[config.mk]
export PLATFORM = sky130hd
export DESIGN_NAME = imem_loader
export DESIGN_NICKNAME = d
export VERILOG_FILES = /design/src/rtl/imem_loader.sv
export SDC_FILE = /design/constraint.sdc
export NUM_CORES = 1
export LEC_CHECK = 0
export CAP_MARGIN = 40
export CELL_PAD_IN_SITES_DETAIL_PLACEMENT = 1
export CELL_PAD_IN_SITES_GLOBAL_PLACEMENT = 1
export CORE_ASPECT_RATIO = 0.75
export CORE_MARGIN = 4
export CORE_UTILIZATION = 41
export CTS_BUF_LIST = sky130_fd_sc_hd__clkbuf_4
export CTS_CLUSTER_SIZE = 10
export DETAILED_ROUTE_END_ITERATION = 10
export GPL_ROUTABILITY_DRIVEN = 0
export GPL_TIMING_DRIVEN = 0
export HOLD_SLACK_MARGIN = 0.05
export MAX_ROUTING_LAYER = met4
export PLACE_DENSITY_LB_ADDON = 0.08
export SYNTH_ARGS = -nofsm -noshare
export SYNTH_HDL_FRONTEND = slang
export SYNTH_SLANG_ARGS = --single-unit
export TNS_END_PERCENT = 30
[constraint.sdc]
create_clock -name clock -period 3.1 [get_ports clock]
set_clock_uncertainty 0.15 [all_clocks]
set_input_delay 0.62 -clock clock [delete_from_list [all_inputs] [get_ports clock]]
set_output_delay 0.62 -clock clock [all_outputs]
set_load 0.05 [all_outputs]
[src/rtl/imem_loader.sv]
// Byte-serial instruction memory loader: frames LEN, 4*N big-endian data bytes and an
// XOR checksum; writes packed words to instruction memory and releases cpu_hold on success.
module imem_loader #(
  parameter int ADDR_WIDTH = 8,
  parameter int DEPTH      = 2 ** ADDR_WIDTH
) (
  input  logic                  clock,
  input  logic                  reset_n,
  input  logic                  start,
  input  logic [7:0]            byte_in,
  input  logic                  byte_valid,
  output logic                  byte_ready,
  output logic                  imem_we,
  output logic [ADDR_WIDTH-1:0] imem_addr,
  output logic [31:0]           imem_wdata,
  output logic                  cpu_hold,
  output logic                  busy,
  output logic                  done,
  output logic                  error,
  output logic [ADDR_WIDTH:0]   words_loaded
);

  typedef enum logic [2:0] {
    S_IDLE,
    S_LEN,
    S_DATA,
    S_WRITE,
    S_CSUM,
    S_DONE,
    S_ERROR
  } state_t;

  localparam logic [ADDR_WIDTH:0]   DEPTH_W  = (ADDR_WIDTH + 1)'(DEPTH);
  localparam logic [ADDR_WIDTH:0]   ONE_W    = (ADDR_WIDTH + 1)'(1);
  localparam logic [ADDR_WIDTH-1:0] ONE_A    = ADDR_WIDTH'(1);

  state_t              state;
  logic [ADDR_WIDTH:0] n_words;
  logic [1:0]          byte_cnt;
  logic [7:0]          csum;
  logic                transfer;

  // Both strobes decode straight from the state register, so imem_we falls the
  // instant reset_n asserts and a half-built word can never be written.
  assign byte_ready = (state == S_LEN) || (state == S_DATA) || (state == S_CSUM);
  assign imem_we    = (state == S_WRITE);
  assign transfer   = byte_valid && byte_ready;

  // NOTE: every register here is updated with <= so all next-state terms read the
  // values from before the clock edge, independent of statement order.
  always_ff @(posedge clock or negedge reset_n) begin
    if (!reset_n) begin
      state        <= S_IDLE;
      n_words      <= '0;
      byte_cnt     <= '0;
      csum         <= '0;
      imem_addr    <= '0;
      imem_wdata   <= '0;
      words_loaded <= '0;
      busy         <= 1'b0;
      done         <= 1'b0;
      error        <= 1'b0;
      cpu_hold     <= 1'b1;
    end else begin
      case (state)
        S_IDLE, S_DONE, S_ERROR: begin
          if (start) begin
            done         <= 1'b0;
            error        <= 1'b0;
            words_loaded <= '0;
            byte_cnt     <= '0;
            csum         <= '0;
            busy         <= 1'b1;
            cpu_hold     <= 1'b1;
            state        <= S_LEN;
          end
        end

        S_LEN: begin
          if (transfer) begin
            n_words   <= (byte_in == 8'd0) ? DEPTH_W : (ADDR_WIDTH + 1)'(byte_in);
            imem_addr <= '0;
            state     <= S_DATA;
          end
        end

        S_DATA: begin
          if (transfer) begin
            imem_wdata <= {imem_wdata[23:0], byte_in};
            csum       <= csum ^ byte_in;
            byte_cnt   <= byte_cnt + 2'd1;
            if (byte_cnt == 2'd3) state <= S_WRITE;
          end
        end

        S_WRITE: begin
          words_loaded <= words_loaded + ONE_W;
          // The last word goes to CSUM without bumping the address, so a full
          // DEPTH image never wraps back to address 0.
          if (words_loaded + ONE_W == n_words) begin
            state <= S_CSUM;
          end else begin
            imem_addr <= imem_addr + ONE_A;
            state     <= S_DATA;
          end
        end

        S_CSUM: begin
          if (transfer) begin
            busy <= 1'b0;
            if (byte_in == csum) begin
              done     <= 1'b1;
              cpu_hold <= 1'b0;
              state    <= S_DONE;
            end else begin
              error <= 1'b1;
              state <= S_ERROR;
            end
          end
        end

        default: state <= S_IDLE;
      endcase
    end
  end

endmodule

==> flow_summary.json <==
{
  "whs_path_depth": 2,
  "combPwrFrac_pct": 57.2,
  "critPathLaunch": "words_loaded[0]$_DFFE_PN0P_",
  "ys_seq_area_share_pct": 50.27,
  "synth_warnings": 0,
  "setup_ws_ps": 125.4,
  "synth_edf_count": 0,
  "synth_area_sq_um": 3736,
  "drt-total-wl_um": 10320,
  "grt_pass1_vias": 3443,
  "netlist-cell-type-count": 51,
  "area_delta_synth_final_pct": 25.75,
  "synth_compound_area_share_pct": 13.16,
  "crit_type": "flip-flop to flip-flop",
  "cp_slowest_cell": "or4_1",
  "hold_viol": 0,
  "avgSynthCellArea_sq_um": 8.750,
  "viasPerCell": 5.323,
  "reg2regPathDepth": 10,
  "synthAdderAreaFrac_pct": 1.273,
  "synthMuxAreaShare_pct": 1.340,
  "cts_tree": "done",
  "fin_crit_ps": 2975,
  "switching_share_pct": 50.98,
  "slew-limit-headroom_pct": 42.72,
  "drv_cap": 0,
  "antennaDiodeCount": 0,
  "fillCellCount": 1031,
  "wl_per_cell_um": 16.64,
  "start_util_pct": 43.08,
  "worstPathCellList": "ha_1, buf_6, and3_4, nand3_1, xnor2_1, or4_1, buf_2, or2_1, buf_6, a211o_1",
  "fin_total_pwr_w": 0.005188,
  "cp.required_ps": 3300,
  "p_seq_share_pct": 32.2,
  "drtAntennaViolNets": 0,
  "core_sq_um": 8672,
  "max_freq_mhz": 336.2,
  "synth_xor_area_share_pct": 4.689,
  "hp-class": "flip-flop to flip-flop",
  "placement.io_buffers": 66,
  "r2r-start": "words_loaded[0]$_DFFE_PN0P_",
  "arrival_ps": 3180,
  "p_sw_w": 0.002645,
  "synth_fp_nets": 442,
  "instances_no_fill": 620,
  "remaining_drc_errors": 0,
  "h-tree-depth": 3,
  "die_width_um": 118.2,
  "hp-start": "cpu_hold$_DFFE_PN1P_",
  "post-route-period-util_pct": 95.95,
  "place_ws_ps": -419.3,
  "grt_overflow": 0,
  "final_common_cell": "nand2_1",
  "power.density_nw_per_um2": 1104,
  "internal-power_w": 0.002543,
  "synthArstFlopShare_pct": 100.0,
  "dieHeight_um": 90.67,
  "path_max_fanout": 10,
  "syn_inst": 427,
  "path_clk_slew_ps": 120,
  "dp.cells": 603,
  "ios": 67,
  "tightestPinTransition_ps": 859.2,
  "maxSlewViolCount": 0,
  "hpwlAfterDp_um": 7636,
  "via_count": 3300,
  "outcome": "finished, final reports clean",
  "cp_common_cell": "buf_6",
  "grt_setup_unrepaired": "yes",
  "synth_seq_cells": 75,
  "antenna_found_initial": 0,
  "firstDrtPassIters": 4,
  "clock_path_buffers": 2,
  "yosys.area_share.simple_pct": 25.89,
  "layout.nets": 522,
  "rows": 29,
  "cp-start-kind": "flip-flop",
  "synth_top_family_by_area": "simple AND/OR/NAND/NOR gates",
  "slowest_delay_ps": 540,
  "die_area_sq_um": 10720,
  "end_kind": "flip-flop",
  "mostFrequentLayoutCells": "nand2_1 (150), dfrtp_1 (72), clkdlybuf4s50_1 (63)",
  "grt_use_total_pct": 20.80,
  "drive_gt1_share_pct": 7.813,
  "setup_viol": 0,
  "clkSinkCount": 75,
  "drt_iter0_markers": 124,
  "clockPowerShare_pct": 10.6,
  "grt_start_max_net_pins": 46,
  "cts_made_buffers": 9,
  "clk_latency_ps": 450,
  "power.leakage_nw": 2.147,
  "grt_pass1_wl_um": 17490,
  "vdd_drop_max_uv": 567.3,
  "root_buffer": "clkbuf_4",
  "synthFlopType": "dfrtp_1"
}
[stage by stage]
step           instance area, sq um  hold WS (ps)  util [%]  setup TNS, ps
5_1_grt                        4698         367.8     54.18         -5.526
2_1_floorplan                  3737         174.4         -              0
4_1_cts                        4695         325.4     54.13              0
3_5_place_dp                   4563         308.1     52.62         -419.3
6_report                       4698         322.5     54.18              0
3_3_place_gp                   4533         300.7     52.27        -114180
[path summary, 6_finish.rpt]
check | end | slack (ps)
max reg2reg | state[1]$_DFFE_PN0P_ | 130
max in group asynchronous | cpu_hold$_DFFE_PN1P_ | 1700
min reg2reg | cpu_hold$_DFFE_PN1P_ | 320
min in group asynchronous | imem_wdata[31]$_DFFE_PN0P_ | 490
min | cpu_hold$_DFFE_PN1P_ | 320
max | state[1]$_DFFE_PN0P_ | 130
[worst max-delay path: cells and delay by family (launching register included)]
kind            cells  cell delay (ps)
fa+ha+maj           1              190
compound gates      1              280
flops               1              470
buf+inv             3              480
simple gates        4             1130
xor+xnor            1              170
[logic make-up after synthesis]
group	after synthesis
AO/OA/AOI/OAI	80
XOR/XNOR	20
adder cells (fa/ha/maj)	4
buffers and inverters	28
flip-flops	75
multiplexers	5
AND/OR/NAND/NOR	215
[layer usage]
metal	wire (um)	vias to the layer above	global-route usage (%)	part of all wire (%)
li1	-	1598	-	-
met1	5082	1647	27.82	49
met2	4732	46	31.67	46
met3	401	9	4.634	3.9
met4	101	0	6.439	0.98
met5	0	-	-	0
[layout make-up]
cell class	instances	area, sq um	share of cell area, %
clock buffer	14	105.1	2.237
clock inverter	2	12.51	0.2663
multi-input combinational	324	1737	36.96
sequential	75	1881	40.03
timing repair buffer	69	696.9	14.83
tap	108	135.1	2.876
buffer	21	105.1	2.237
inverter	7	26.28	0.5593
[state kept, by name, summed over array words and instances, names as in the netlist]
register	flops
busy	1
byte_cnt	2
cpu_hold	1
csum	8
done	1
error	1
imem_addr	8
imem_wdata	32
n_words	9
state	3
words_loaded	9
[timing repair]
item	CTS	global route
cloned	0	0
hold buffers	1	0
setup endpoints to repair	2	2
endpoints found under the hold margin	30	0
buffers inserted	0	0
gates resized for setup	11	2
[power by group through the flow]
| stage | logic (W) | registers [W] | clock network, W |
|---|---|---|---|
| global placement | 0.00289 | 0.00168 | 0 |
| CTS | 0.00299 | 0.00167 | 0.000576 |
| global route | 0.00322 | 0.00174 | 0.000606 |
| detailed placement | 0.00298 | 0.00169 | 0 |
| floorplan | 0.00120 | 0.00245 | 0 |
| finish | 0.00297 | 0.00167 | 0.000552 |
[cells in the mapped netlist (5+ instances only)]
master,count,share of area (%)
dfrtp_1,74,50
nand3_1,5,0.67
and3_1,8,1.3
mux2i_1,5,1.3
xnor2_1,9,2.1
nor3b_1,6,1.2
nand2b_1,6,1.0
inv_1,7,0.70
xor2_1,11,2.6
nor2_1,13,1.3
o211ai_1,7,1.4
clkbuf_1,14,1.4
a21oi_1,13,1.7
o21ai_0,38,5.1
nand2_1,151,15
No activity file was read; power rests on OpenSTA's default activity.
